--- config.mk ---
export PLATFORM = sky130hd
export DESIGN_NAME = qk_score_row
export DESIGN_NICKNAME = d
export VERILOG_FILES = /design/src/rtl/qk_score_row_pkg.sv /design/src/rtl/qk_dot.sv /design/src/rtl/qk_score_row.sv
export SDC_FILE = /design/constraint.sdc
export NUM_CORES = 2
export LEC_CHECK = 0
export ABC_CLOCK_PERIOD_IN_PS = 27300
export BUFFER_PORTS_ARGS = -buffer_cell sky130_fd_sc_hd__clkbuf_2
export CORE_UTILIZATION = 40
export DETAILED_ROUTE_END_ITERATION = 10
export GPL_TIMING_DRIVEN = 0
export PLACE_DENSITY = 0.57
export SLEW_MARGIN = 0
export SYNTH_ARGS = -nofsm -noshare
export SYNTH_HDL_FRONTEND = slang
export SYNTH_HIERARCHICAL = 1
export SYNTH_SLANG_ARGS = --single-unit
--- constraint.sdc ---
create_clock -name clk -period 27.3 [get_ports clk]
set_clock_uncertainty 0.15 [all_clocks]
set_input_delay 1.365 -clock clk [delete_from_list [all_inputs] [get_ports clk]]
set_output_delay 1.365 -clock clk [all_outputs]
set_load 0.005 [all_outputs]
--- src/rtl/qk_score_row_pkg.sv ---
// -----------------------------------------------------------------------------
// qk_score_row_pkg
// Shared definitions for the Q*K^T score-row block:
//   - state_e : FSM state encodings (IDLE, ACCUM, OUTPUT)
//   - clog2   : ceiling log2, used to size the beat counter and the
//               dot-product accumulator
// -----------------------------------------------------------------------------
package qk_score_row_pkg;

  typedef enum logic [1:0] {
    ST_IDLE   = 2'd0,
    ST_ACCUM  = 2'd1,
    ST_OUTPUT = 2'd2
  } state_e;

  // Ceiling log2; clog2(1) = 0 so a single-element sum needs no extra bits.
  function automatic int clog2(input int value);
    int res;
    int rem;
    res = 32'sd0;
    rem = value - 32'sd1;
    while (rem > 32'sd0) begin
      res = res + 32'sd1;
      rem = rem >>> 1;
    end
    return res;
  endfunction

endpackage

--- src/rtl/qk_dot.sv ---
// -----------------------------------------------------------------------------
// qk_dot
// Combinational dot product of one Q vector and one K vector, followed by
// quantisation to the Softmax input format.
// Ports:
//   q_vec_i  [W*L-1:0]  Q vector, element i at [W*(i+1)-1:W*i]
//   k_vec_i  [W*L-1:0]  K vector, same packing
//   score_o  [OW-1:0]   quantised score (truncated, saturated to all-ones)
// -----------------------------------------------------------------------------
module qk_dot
  import qk_score_row_pkg::*;
#(
  parameter int INPUT_DATA_WIDTH  = 16,
  parameter int OUTPUT_DATA_WIDTH = 16,
  parameter int DATA_LENGTH       = 4
) (
  input  logic [INPUT_DATA_WIDTH*DATA_LENGTH-1:0] q_vec_i,
  input  logic [INPUT_DATA_WIDTH*DATA_LENGTH-1:0] k_vec_i,
  output logic [OUTPUT_DATA_WIDTH-1:0]            score_o
);

  localparam int W      = INPUT_DATA_WIDTH;
  localparam int OW     = OUTPUT_DATA_WIDTH;
  localparam int L      = DATA_LENGTH;
  localparam int PROD_W = 2 * W;
  // Sum of L products can never overflow this width.
  localparam int SUM_W  = PROD_W + clog2(L);
  // Products carry W fractional bits; keep only OW/2 of them.
  localparam int DROP   = W - (OW / 2);
  localparam int SH_W   = SUM_W - DROP;
  localparam int EXT_W  = (SH_W > OW) ? SH_W : OW;

  logic [PROD_W-1:0] prod_s [L];
  logic [SUM_W-1:0]  sum_s;
  logic [SH_W-1:0]   trunc_s;
  logic [EXT_W-1:0]  ext_s;
  logic [OW-1:0]     score_s;

  for (genvar i = 0; i < L; i++) begin : g_mul
    assign prod_s[i] = PROD_W'(q_vec_i[i*W +: W]) * PROD_W'(k_vec_i[i*W +: W]);
  end

  // Adder tree over all element products.
  always_comb begin
    sum_s = '0;
    for (int i = 0; i < L; i++) begin
      sum_s = sum_s + SUM_W'(prod_s[i]);
    end
  end

  // Truncation toward zero is simply discarding the low fractional bits.
  assign trunc_s = sum_s[SUM_W-1:DROP];
  assign ext_s   = EXT_W'(trunc_s);

  // Saturate when the integer part does not fit the output format.
  always_comb begin
    if (ext_s > EXT_W'({OW{1'b1}})) begin
      score_s = '1;
    end else begin
      score_s = ext_s[OW-1:0];
    end
  end

  assign score_o = score_s;

endmodule

--- src/rtl/qk_score_row.sv ---
// -----------------------------------------------------------------------------
// qk_score_row
// Computes one row of S = Q*K^T: latches a Q vector, then consumes
// DATA_LENGTH K vectors (one score per beat) and presents the packed score
// row on a valid/ready output until it is taken.
// Ports:
//   clk, rst_n         clock (rising edge), async active-low reset
//   q_valid/q_ready    Q vector handshake, q_row carries the vector
//   k_valid/k_ready    K vector handshake, k_row carries the vector
//   s_valid/s_ready    score-row handshake, s_row carries scores (slot j from
//                      K beat j, LSB first)
// -----------------------------------------------------------------------------
module qk_score_row
  import qk_score_row_pkg::*;
#(
  parameter int INPUT_DATA_WIDTH  = 16,
  parameter int OUTPUT_DATA_WIDTH = 16,
  parameter int DATA_LENGTH       = 4
) (
  input  logic                                     clk,
  input  logic                                     rst_n,
  input  logic                                     q_valid,
  output logic                                     q_ready,
  input  logic [INPUT_DATA_WIDTH*DATA_LENGTH-1:0]  q_row,
  input  logic                                     k_valid,
  output logic                                     k_ready,
  input  logic [INPUT_DATA_WIDTH*DATA_LENGTH-1:0]  k_row,
  output logic                                     s_valid,
  input  logic                                     s_ready,
  output logic [OUTPUT_DATA_WIDTH*DATA_LENGTH-1:0] s_row
);

  localparam int W     = INPUT_DATA_WIDTH;
  localparam int OW    = OUTPUT_DATA_WIDTH;
  localparam int L     = DATA_LENGTH;
  localparam int CNT_W = clog2(L + 1);

  state_e           state_q;
  logic [CNT_W-1:0] cnt_q;
  logic [W*L-1:0]   q_reg_q;
  logic [OW-1:0]    slot_q [L];
  logic             q_ready_q;
  logic             k_ready_q;
  logic             s_valid_q;
  logic [OW-1:0]    score_d;
  logic             last_beat_s;

  qk_dot #(
    .INPUT_DATA_WIDTH  (W),
    .OUTPUT_DATA_WIDTH (OW),
    .DATA_LENGTH       (L)
  ) u_dot (
    .q_vec_i (q_reg_q),
    .k_vec_i (k_row),
    .score_o (score_d)
  );

  assign last_beat_s = (cnt_q == CNT_W'(L - 1));

  // Row FSM: handshake outputs are registered alongside the state so they
  // change on the same edge as the state they describe.
  always_ff @(posedge clk or negedge rst_n) begin
    if (!rst_n) begin
      state_q   <= ST_IDLE;
      cnt_q     <= '0;
      q_reg_q   <= '0;
      q_ready_q <= 1'b1;
      k_ready_q <= 1'b0;
      s_valid_q <= 1'b0;
      for (int j = 0; j < L; j++) begin
        slot_q[j] <= '0;
      end
    end else begin
      case (state_q)
        ST_IDLE: begin
          if (q_valid && q_ready_q) begin
            q_reg_q   <= q_row;
            cnt_q     <= '0;
            state_q   <= ST_ACCUM;
            q_ready_q <= 1'b0;
            k_ready_q <= 1'b1;
          end
        end
        ST_ACCUM: begin
          if (k_valid && k_ready_q) begin
            for (int j = 0; j < L; j++) begin
              if (cnt_q == CNT_W'(j)) begin
                slot_q[j] <= score_d;
              end
            end
            cnt_q <= cnt_q + CNT_W'(1);
            if (last_beat_s) begin
              state_q   <= ST_OUTPUT;
              k_ready_q <= 1'b0;
              s_valid_q <= 1'b1;
            end
          end
        end
        ST_OUTPUT: begin
          // Slots are left as-is; they are overwritten by the next row.
          if (s_valid_q && s_ready) begin
            state_q   <= ST_IDLE;
            s_valid_q <= 1'b0;
            q_ready_q <= 1'b1;
          end
        end
        default: begin
          state_q   <= ST_IDLE;
          cnt_q     <= '0;
          q_ready_q <= 1'b1;
          k_ready_q <= 1'b0;
          s_valid_q <= 1'b0;
        end
      endcase
    end
  end

  assign q_ready = q_ready_q;
  assign k_ready = k_ready_q;
  assign s_valid = s_valid_q;

  for (genvar j = 0; j < L; j++) begin : g_pack
    assign s_row[j*OW +: OW] = slot_q[j];
  end

endmodule
==> flow_summary.json <==
{
  "setup_slack_ns": 16.48,
  "cts.clk_slew.worst_paths_ns": 0.06,
  "yosysMostFrequentCell": "inv_1",
  "relSlewSlack": 0.241,
  "power.internal_uw": 341,
  "grt_pass1_vias": 31228,
  "p_sw_uw": 165,
  "hold_viol_final": 0,
  "dp_hpwl_mm": 110,
  "core-area_um2": 100000,
  "clock_latency_ns": 0.51,
  "routed_wl_mm": 125,
  "post_cts_buffers": 0,
  "synth-main-ff-cell": "dfrtp_1",
  "syn_to_final_growth_pct": 8.23,
  "synth_seq_cells": 136,
  "crit_required_ns": 27.53,
  "vias": 28619,
  "synth.top_cell.area_share": 0.473,
  "hold_slack_ns": 0.358,
  "fin_crit_sh": 0.396,
  "final_area_um2": 44000,
  "p_comb_frac": 0.096,
  "outcome": "complete, no violations",
  "firstDrtPassIters": 5,
  "routedWlPerCell_um": 21.2,
  "syn-cell-area_um2": 40700,
  "maxSlewViolCount": 0,
  "io_buffers": 199,
  "synth_top_area_cell": "fa_1",
  "fp.dieH_um": 321,
  "total_leakage_power_nw": 24.7,
  "drt_iter0_markers": 1564,
  "yosys_warnings": 6,
  "start_util": 0.405,
  "ir_drop_mv": 0.0444,
  "grt_pass1_wl_mm": 194,
  "p_seq_frac": 0.399,
  "cts_buffers": 17,
  "post-place-ws_ns": 16.12,
  "nNetsFinal": 5981,
  "fin_setup_tns_ns": 0,
  "ant_nets": 0,
  "synth_area_per_cell_um2": 9.45,
  "setup_violations": 0,
  "crit_path_frequent_cell": "fa_1",
  "ys_seq_area_frac": 0.0836,
  "cts_tree": "built",
  "clock_path_buffers": 2,
  "routabilityCongestion": 0.954,
  "maxCapViolations": 0,
  "cts-hold-fix-buffers": 0,
  "drive_above_1_share": 0.0763,
  "critPathMaxFanout": 10,
  "grt_setup_unrepaired": "false",
  "placed_cell_area_um2": 43400,
  "grt_usage": 0.258,
  "ys_async_sr_fraction": 1.00,
  "synth-edff-count": 0,
  "yosys.cell_types.count": 70,
  "syn_nets": 5762,
  "cts_root_buf": "clkbuf_16",
  "synthTopCellsByCount": "inv_1 (1106), fa_1 (962), nand2_1 (655), and2_1 (599), ha_1 (362)",
  "crit_family": "adder cells",
  "cp.buffers_inverters": 9,
  "grt_max_degree": 85,
  "ioPinCount": 200,
  "rows": 116,
  "arrival_ns": 11.05,
  "max_freq_mhz": 92.4,
  "drc_errors": 0,
  "synth_area_leaders": "fa_1 (47%), ha_1 (11%), inv_1 (10%)",
  "fin_util": 0.439,
  "die_area_um2": 103000,
  "fin_crit_ns": 10.82,
  "critical_path.slowest_cell": "fa_1",
  "pwr-share-clk": 0.505,
  "overflow": 0,
  "numClockSinks": 136,
  "worstMarginPinSlew_ns": 1.13,
  "worstSetupPathType": "input port to flop",
  "start_kind": "input port",
  "die_w_um": 321,
  "slowest_delay_ns": 0.75,
  "p_per_area_nw_per_um2": 11.5,
  "htree_levels": 4,
  "cp-end-kind": "flop",
  "power.share.switching": 0.326,
  "cts_resized": 0,
  "via_per_inst": 4.84,
  "hold_class": "flop to flop",
  "syn-instance-count": 4305,
  "antenna_found_initial": 16
}
==> metrics by stage <==
stage | cells | total power [mW]
global route | 5900 | 0.524
global placement | 5861 | 0.252
detailed placement | 5862 | 0.253
CTS | 5894 | 0.513
finish | 5907 | 0.505
floorplan | 4305 | 0.216
==> routing by layer <==
metal	GRT usage	part of all wire
met2	0.425	0.48
met3	0.0751	0.089
met5	0	0.000072
met4	0.0617	0.022
met1	0.334	0.41
==> path summary, 6_finish.rpt <==
kind	from	endpoint	slack, ns	cells past startpoint
max	k_row[5]	s_row[40]	16.48	30
min in group asynchronous	rst_n	s_row[45]	0.69	1
max in group asynchronous	rst_n	q_reg_q[59]	25.45	2
max reg2reg	q_reg_q[7]	s_row[40]	16.90	29
min reg2reg	q_ready	q_ready	0.36	2
min	q_ready	q_ready	0.36	2
==> cell families (layout without fill, tap and decap cells) <==
family / Yosys count / in the layout / synth area share
and+or+nand+nor: 1347 / 1347 / 0.167
adders and majority gates: 1324 / 1324 / 0.584
buffers and inverters: 1277 / 1509 / 0.120
DFF: 136 / 136 / 0.0836
AOI/OAI and AO/OA: 131 / 131 / 0.0211
muxes: 65 / 65 / 0.0188
xor gates and xnor gates: 25 / 25 / 0.00538
other: 0 / 13 / 0
==> tightest hold or removal path: cells and delay by family, from the launching register on <==
family | cells | cell delay (ns)
compound gates | 1 | 0.05
buf+inv | 1 | 0.05
flops | 1 | 0.40
==> flip-flops by register name, indices dropped and copies added (netlist names) <==
name / cells
q_reg_q: 64
s_row: 64
cnt_q: 3
state_q: 2
k_ready: 1
q_ready: 1
s_valid: 1
==> cell usage in the layout, fill, tap and decap left out, types with 5 or more instances in the layout <==
| cell | n |
|---|---|
| and2_1 | 599 |
| a31oi_1 | 5 |
| nor2_1 | 27 |
| diode_2 | 13 |
| o21ai_0 | 24 |
| inv_1 | 1106 |
| nand3_1 | 16 |
| buf_1 | 6 |
| inv_6 | 5 |
| ha_1 | 362 |
| a21oi_1 | 40 |
| clkbuf_1 | 137 |
| o21ai_1 | 7 |
| nand2_1 | 655 |
| buf_2 | 19 |
| xnor2_1 | 16 |
| clkbuf_16 | 17 |
| a21o_1 | 6 |
| and3_1 | 6 |
| nand4_1 | 11 |
| clkbuf_2 | 198 |
| mux2_4 | 9 |
| mux2_2 | 56 |
| o211ai_1 | 7 |
| fa_1 | 962 |
| dfrtp_1 | 135 |
| nand3_2 | 10 |
| xor2_1 | 9 |
==> power by group through the flow <==
stage | clock [mW] | combinational [mW] | sequential (mW)
4_1_cts | 0.264 | 0.0475 | 0.201
3_5_place_dp | 0 | 0.0473 | 0.205
2_1_floorplan | 0 | 0.0107 | 0.205
3_3_place_gp | 0 | 0.0467 | 0.205
5_1_grt | 0.271 | 0.0520 | 0.201
6_report | 0.255 | 0.0487 | 0.201
==> layout make-up <==
type                       instances  area [um^2]
antenna                           13         32.5
buffer                           170          719
clock buffer                      17          425
clock inverter                    15          161
fill                           10018        56400
inverter                        1107         4160
multi-input combinational       2892        32400
sequential                       136         3400
tap                             1357         1700
timing repair buffer             200         1030
(Power assumes the default switching activity.)
